[config.mk]
export PLATFORM = sky130hd
export DESIGN_NAME = mem_port_arbiter
export DESIGN_NICKNAME = d
export VERILOG_FILES = /design/src/rtl/mem_arb_pkg.sv /design/src/rtl/mem_arb_pick.sv /design/src/rtl/mem_port_arbiter.sv
export SDC_FILE = /design/constraint.sdc
export NUM_CORES = 1
export LEC_CHECK = 0
export BUFFER_PORTS_ARGS = -buffer_cell sky130_fd_sc_hd__buf_2
export CAP_MARGIN = 20
export CELL_PAD_IN_SITES_DETAIL_PLACEMENT = 0
export CELL_PAD_IN_SITES_GLOBAL_PLACEMENT = 1
export CORE_UTILIZATION = 36
export CTS_CLUSTER_SIZE = 14
export DETAILED_ROUTE_END_ITERATION = 12
export PLACE_DENSITY = 0.79
export SETUP_SLACK_MARGIN = 0.02
export SYNTH_ARGS = -nofsm -noshare
export SYNTH_HDL_FRONTEND = slang
export SYNTH_SLANG_ARGS = --single-unit
export TNS_END_PERCENT = 20
[constraint.sdc]
create_clock -name clk -period 5 [get_ports clk]
set_input_delay 0.5 -clock clk [delete_from_list [all_inputs] [get_ports clk]]
set_output_delay 0.5 -clock clk [all_outputs]
set_load 0.02 [all_outputs]
[src/rtl/mem_arb_pkg.sv]
// Shared types and constants for the memory port arbiter.
package mem_arb_pkg;

  // Arbiter FSM encoding
  typedef enum logic [1:0] {
    IDLE   = 2'b00,
    ACCESS = 2'b01,
    RESP   = 2'b10
  } state_t;

  // Requester identifiers (also the encoding of last_grant)
  localparam logic REQ_IF = 1'b0;
  localparam logic REQ_D  = 1'b1;

  // Width of the memory latency counter (MEM_LATENCY up to 15)
  localparam int LAT_CNT_W = 4;

endpackage

[src/rtl/mem_arb_pick.sv]
// Combinational winner selection between fetch and load/store requests.
// Build option: MEM_ARB_ROUND_ROBIN_EN selects round-robin on ties;
// otherwise the data port always wins over fetch.
module mem_arb_pick
  import mem_arb_pkg::*;
(
  input  logic if_req,
  input  logic d_req,
  input  logic last_grant,
  output logic gnt_valid,
  output logic gnt_id
);

`ifndef MEM_ARB_ROUND_ROBIN_EN
  // Fixed priority never looks at grant history
  logic unused_last_grant;
  assign unused_last_grant = last_grant;
`endif

  // Choose a winner whenever at least one requester is asking
  always_comb begin
    gnt_valid = if_req | d_req;
    gnt_id    = REQ_IF;
`ifdef MEM_ARB_ROUND_ROBIN_EN
    if (if_req && d_req) begin
      // Tie: hand the port to whoever did not get it last time
      gnt_id = (last_grant == REQ_IF) ? REQ_D : REQ_IF;
    end else if (d_req) begin
      gnt_id = REQ_D;
    end
`else
    if (d_req) begin
      gnt_id = REQ_D;
    end
`endif
  end

endmodule

[src/rtl/mem_port_arbiter.sv]
// Shares one memory port between instruction fetch and load/store.
// One access at a time: IDLE (arbitrate) -> ACCESS (hold address for
// MEM_LATENCY cycles) -> RESP (done pulse) -> IDLE.
// Build option: MEM_ARB_ROUND_ROBIN_EN (see mem_arb_pick).
module mem_port_arbiter
  import mem_arb_pkg::*;
#(
  parameter int ADDR_W      = 32,
  parameter int DATA_W      = 32,
  parameter int MEM_LATENCY = 2
) (
  input  logic              clk,
  input  logic              rst,
  input  logic              if_req,
  input  logic [ADDR_W-1:0] if_addr,
  output logic [DATA_W-1:0] if_rdata,
  output logic              if_done,
  output logic              if_err,
  input  logic              d_req,
  input  logic              d_we,
  input  logic [ADDR_W-1:0] d_addr,
  input  logic [DATA_W-1:0] d_wdata,
  output logic [DATA_W-1:0] d_rdata,
  output logic              d_done,
  output logic              d_err,
  output logic              busy,
  output logic [ADDR_W-1:0] memory_addr,
  output logic [DATA_W-1:0] data_to_memory,
  output logic              write_to_memory,
  input  logic [DATA_W-1:0] data_from_memory,
  input  logic              memory_error
);

  state_t               state_q, state_d;
  logic [LAT_CNT_W-1:0] cnt_q, cnt_d;
  logic                 gnt_q, gnt_d;
  logic                 last_grant_q, last_grant_d;
  logic [ADDR_W-1:0]    mem_addr_q, mem_addr_d;
  logic [DATA_W-1:0]    mem_wdata_q, mem_wdata_d;
  logic                 mem_we_q, mem_we_d;
  logic [DATA_W-1:0]    if_rdata_q, if_rdata_d;
  logic                 if_err_q, if_err_d;
  logic [DATA_W-1:0]    d_rdata_q, d_rdata_d;
  logic                 d_err_q, d_err_d;

  logic                 pick_valid;
  logic                 pick_id;
  logic                 access_last;
  logic [DATA_W-1:0]    capture_data;

  mem_arb_pick u_pick (
    .if_req     (if_req),
    .d_req      (d_req),
    .last_grant (last_grant_q),
    .gnt_valid  (pick_valid),
    .gnt_id     (pick_id)
  );

  assign access_last  = (state_q == ACCESS) && (cnt_q == '0);
  // Stores and errored reads return zero so stale bus data never leaks out
  assign capture_data = (memory_error || mem_we_q) ? '0 : data_from_memory;

  // State register and all datapath flops; reset aborts any access in flight
  always_ff @(posedge clk or posedge rst) begin
    if (rst) begin
      state_q      <= IDLE;
      cnt_q        <= '0;
      gnt_q        <= REQ_IF;
      last_grant_q <= REQ_IF;
      mem_addr_q   <= '0;
      mem_wdata_q  <= '0;
      mem_we_q     <= 1'b0;
      if_rdata_q   <= '0;
      if_err_q     <= 1'b0;
      d_rdata_q    <= '0;
      d_err_q      <= 1'b0;
    end else begin
      state_q      <= state_d;
      cnt_q        <= cnt_d;
      gnt_q        <= gnt_d;
      last_grant_q <= last_grant_d;
      mem_addr_q   <= mem_addr_d;
      mem_wdata_q  <= mem_wdata_d;
      mem_we_q     <= mem_we_d;
      if_rdata_q   <= if_rdata_d;
      if_err_q     <= if_err_d;
      d_rdata_q    <= d_rdata_d;
      d_err_q      <= d_err_d;
    end
  end

  // Next-state: arbitrate in IDLE, wait out the latency, one RESP cycle
  always_comb begin
    state_d = state_q;
    case (state_q)
      IDLE:    if (pick_valid)  state_d = ACCESS;
      ACCESS:  if (access_last) state_d = RESP;
      RESP:    state_d = IDLE;
      default: state_d = IDLE;
    endcase
  end

  // Datapath: latch the winner's request, count latency, capture response
  always_comb begin
    cnt_d        = cnt_q;
    gnt_d        = gnt_q;
    last_grant_d = last_grant_q;
    mem_addr_d   = mem_addr_q;
    mem_wdata_d  = mem_wdata_q;
    mem_we_d     = mem_we_q;
    if_rdata_d   = if_rdata_q;
    if_err_d     = if_err_q;
    d_rdata_d    = d_rdata_q;
    d_err_d      = d_err_q;
    case (state_q)
      IDLE: begin
        if (pick_valid) begin
          gnt_d = pick_id;
          cnt_d = LAT_CNT_W'(MEM_LATENCY - 1);
          if (pick_id == REQ_D) begin
            mem_addr_d  = d_addr;
            mem_wdata_d = d_wdata;
            mem_we_d    = d_we;
          end else begin
            mem_addr_d  = if_addr;
            mem_wdata_d = '0;
            mem_we_d    = 1'b0;
          end
        end
      end
      ACCESS: begin
        if (cnt_q != '0) begin
          cnt_d = cnt_q - LAT_CNT_W'(1);
        end else begin
          // Write strobe is confined to ACCESS, so drop it as we leave
          mem_we_d = 1'b0;
          if (gnt_q == REQ_D) begin
            d_rdata_d = capture_data;
            d_err_d   = memory_error;
          end else begin
            if_rdata_d = capture_data;
            if_err_d   = memory_error;
          end
        end
      end
      RESP: begin
        mem_we_d     = 1'b0;
        last_grant_d = gnt_q;
      end
      default: ;
    endcase
  end

  // Outputs decoded from state: single done pulse for the winner in RESP
  always_comb begin
    busy    = (state_q != IDLE);
    if_done = (state_q == RESP) && (gnt_q == REQ_IF);
    d_done  = (state_q == RESP) && (gnt_q == REQ_D);
  end

  assign memory_addr     = mem_addr_q;
  assign data_to_memory  = mem_wdata_q;
  assign write_to_memory = mem_we_q;
  assign if_rdata        = if_rdata_q;
  assign if_err          = if_err_q;
  assign d_rdata         = d_rdata_q;
  assign d_err           = d_err_q;

endmodule

==> run_results.csv <==
group,metric,value,unit
status,outcome,"finished, final reports clean",
cells_and_area,final_common_cell,"buf_2",
power_and_ir_drop,p_seq_frac,0.352,
clocking,post_cts_buffers,0,
floorplan,die_h,131,um
sta,tightest_slew,0.876,ns
flow_run,maxCapViolCount,0,
global_routing,grt_overflow,0,
floorplan,rows,46,
cells_and_area,layout_common_cells,"buf_2 (267), dfrtp_1 (138), nand2_1 (100)",
cells_and_area,area_growth,34.9,%
power_and_ir_drop,p_clk_frac,0.228,
sta,slew_viol_final,0,
synthesis,synthDistinctLibCells,35,
sta,rsz0062_at_grt,"false",
power_and_ir_drop,p_per_area,665,nW/um^2
power_and_ir_drop,switching_share,0.401,
clocking,cts_root_buffer,"clkbuf_16",
power_and_ir_drop,leakagePower,4.41,nW
worst_setup_path,cp_max_fo,33,
synthesis,synth_enable_flop_cells,0,
drt,dr_total_vias,4683,
worst_setup_path,rr_startpoint,"cnt_q[0]$_DFFE_PP0P_",
cells_and_area,nets,915,
drt,route.met2.wl,6860,um
global_routing,grt_max_degree,84,
synthesis,ys_seq_area_frac,0.577,
global_routing,grt_pass1_vias,4522,
sta,slew_headroom,0.416,
power_and_ir_drop,power.share.combinational,0.420,
drt,post-route-drc-count,0,
clocking,cts.reportedPaths.clkPinSlew,0.06,ns
clocking,clockBufferDepth,2,
sta,skew,0.0176,ns
synthesis,synth_fp_nets,655,
floorplan,initial_core_util,0.373,
sta,tns,0,ns
placement,dp_hpwl,10800,um
power_and_ir_drop,intPower,0.00322,W
global_routing,antenna_found_initial,0,
drt,wl_met1,6310,um
cells_and_area,drive_gt1_frac,0.476,
worst_setup_path,reg2reg_slack,2.65,ns
synthesis,syn_avg_cell_area,11.6,sq um
floorplan,num_io_pins,268,
floorplan,core_region_area,16100,sq um
clocking,cts_sinks,138,
drt,highest_layer,"met4",
sta,finalHoldViolCount,0,
floorplan,die_w,131,um
clocking,postCtsHoldBufs,0,
worst_setup_path,end_kind,"flip-flop",
synthesis,syn-cell-area,5990,sq um
drt,first_pass_iters,4,
worst_setup_path,crit_path_start,"cnt_q[0]$_DFFE_PP0P_",
worst_setup_path,r2r_cells,6,
worst_setup_path,critPathRequiredTime,5.28,ns
clocking,cts_repair_resize_count,0,
synthesis,ys_warn_count,0,
drt,via_per_inst,4.67,
worst_setup_path,crit_path_start_kind,"flip-flop",
placement,gp_congestion,0.809,
sta,period_share,0.469,
hold_path,hp-class,"in -> async",
worst_setup_path,r2r_end,"if_rdata[11]$_DFFE_PP0P_",
sta,min_period,2.35,ns
drt,met3_length,1450,um
global_routing,track_usage,0.175,
synthesis,async_flop_share,1.00,
placement,post_dp_cell_area,7500,sq um
clocking,cts-buffers-inserted,17,
drt,first_iter_violations,125,
cells_and_area,final_area,8080,sq um
clocking,cts_tree,"yes",
global_routing,grt_pass1_wl,22700,um
drt,wire_per_inst,14.8,um
power_and_ir_drop,power.switching,0.00216,W
clocking,clk_latency,0.42,ns
placement,io_buffer_count,267,
clocking,htreeDepth,4,
synthesis,syn_inst,515,
power_and_ir_drop,peakVddDrop,0.000252,V
drt,drt_wl_total,14900,um
worst_setup_path,worstPathArrival,2.63,ns
floorplan,die-area,17200,sq um
worst_setup_path,critical_path_class,"reg -> reg",
sta,setup_viol,0,
drt,ant_nets,0,
cells_and_area,num_antenna_cells,0,
synthesis,synth_top_flop_cell,"dfrtp_1",
sta,fmaxAchievable,426,MHz
synthesis,ys_ff_latch,138,
## cell type report
class	count	area, sq um
Fill cell	1478	7980
Sequential cell	138	3450
Multi-Input combinational cell	336	2360
Timing Repair Buffer	274	1390
Clock buffer	22	464
Tap cell	216	270
Clock inverter	9	114
Inverter	8	35.0
## metrics by stage
stage	std cells	total power (W)	hold WS, ns	setup WS (ns)	utilization
finish	1003	0.00538	0.174	2.65	0.503
global route	1003	0.00574	0.246	2.49	0.503
CTS	1003	0.00546	0.227	2.62	0.503
detailed placement	972	0.00421	0.450	2.51	0.467
global placement	972	0.00414	0.445	2.59	0.467
floorplan	515	0.00339	0.540	0.804	-
## Yosys cell counts (2+ instances only)
| cell type | n | area share |
|---|---|---|
| a21oi_1 | 3 | 0.0025 |
| and2_1 | 33 | 0.034 |
| buf_2 | 5 | 0.0042 |
| buf_6 | 4 | 0.0075 |
| clkbuf_1 | 23 | 0.014 |
| dfrtp_1 | 138 | 0.58 |
| ha_1 | 6 | 0.013 |
| inv_1 | 8 | 0.0050 |
| mux2_2 | 45 | 0.085 |
| mux2_4 | 20 | 0.050 |
| mux2i_1 | 32 | 0.053 |
| nand2_1 | 100 | 0.063 |
| nand3_1 | 36 | 0.030 |
| nor2_1 | 4 | 0.0025 |
| o21ai_0 | 37 | 0.031 |
| o22ai_1 | 2 | 0.0021 |
## how the worst max path moves through the flow
stage / to / slack [ns] / cells after the start
after floorplan: cnt_q[0]$_DFFE_PP0P_ / 0.80 / 1
after global placement: cnt_q[2]$_DFFE_PP0P_ / 2.59 / 5
after detailed placement: cnt_q[2]$_DFFE_PP0P_ / 2.51 / 5
after CTS: busy / 2.62 / 5
after global routing: cnt_q[1]$_DFFE_PP0P_ / 2.49 / 6
final: if_rdata[11]$_DFFE_PP0P_ / 2.65 / 6
## critical path, cell delays in order (launching register included)
cell     delay (ns)
dfrtp_1        0.42
inv_1          0.12
ha_1           0.17
or3b_1         0.48
nor3_4         0.14
buf_4          0.49
mux2_2         0.40
## registers in the layout (all words and copies together) (netlist names)
name             flops
gnt_q                1
if_err               1
memory_addr         32
cnt_q                4
data_to_memory      32
write_to_memory      1
d_rdata             32
if_rdata            32
state_q              2
d_err                1
## logic make-up after synthesis
kind of cell | Yosys count | share of synthesized area
muxes | 98 | 0.190
DFF | 138 | 0.577
buffers and inverters | 41 | 0.0318
adders and majority gates | 6 | 0.0125
AOI/OAI and AO/OA | 48 | 0.0435
and+or+nand+nor | 184 | 0.146
## metal layers
layer  vias up  GRT usage
li1       2263          -
met1      2177      0.215
met2       227      0.278
met3        16     0.0631
met4         0     0.0730
met5         -          0
## power groups by stage
stage,clock [W],sequential (W),combinational (W)
floorplan,0,0.00247,0.000916
global placement,0,0.00189,0.00225
detailed placement,0,0.00191,0.00230
CTS,0.00126,0.00190,0.00230
global route,0.00131,0.00195,0.00247
finish,0.00123,0.00189,0.00226
Note: power is estimated with default switching activity, not from simulation.
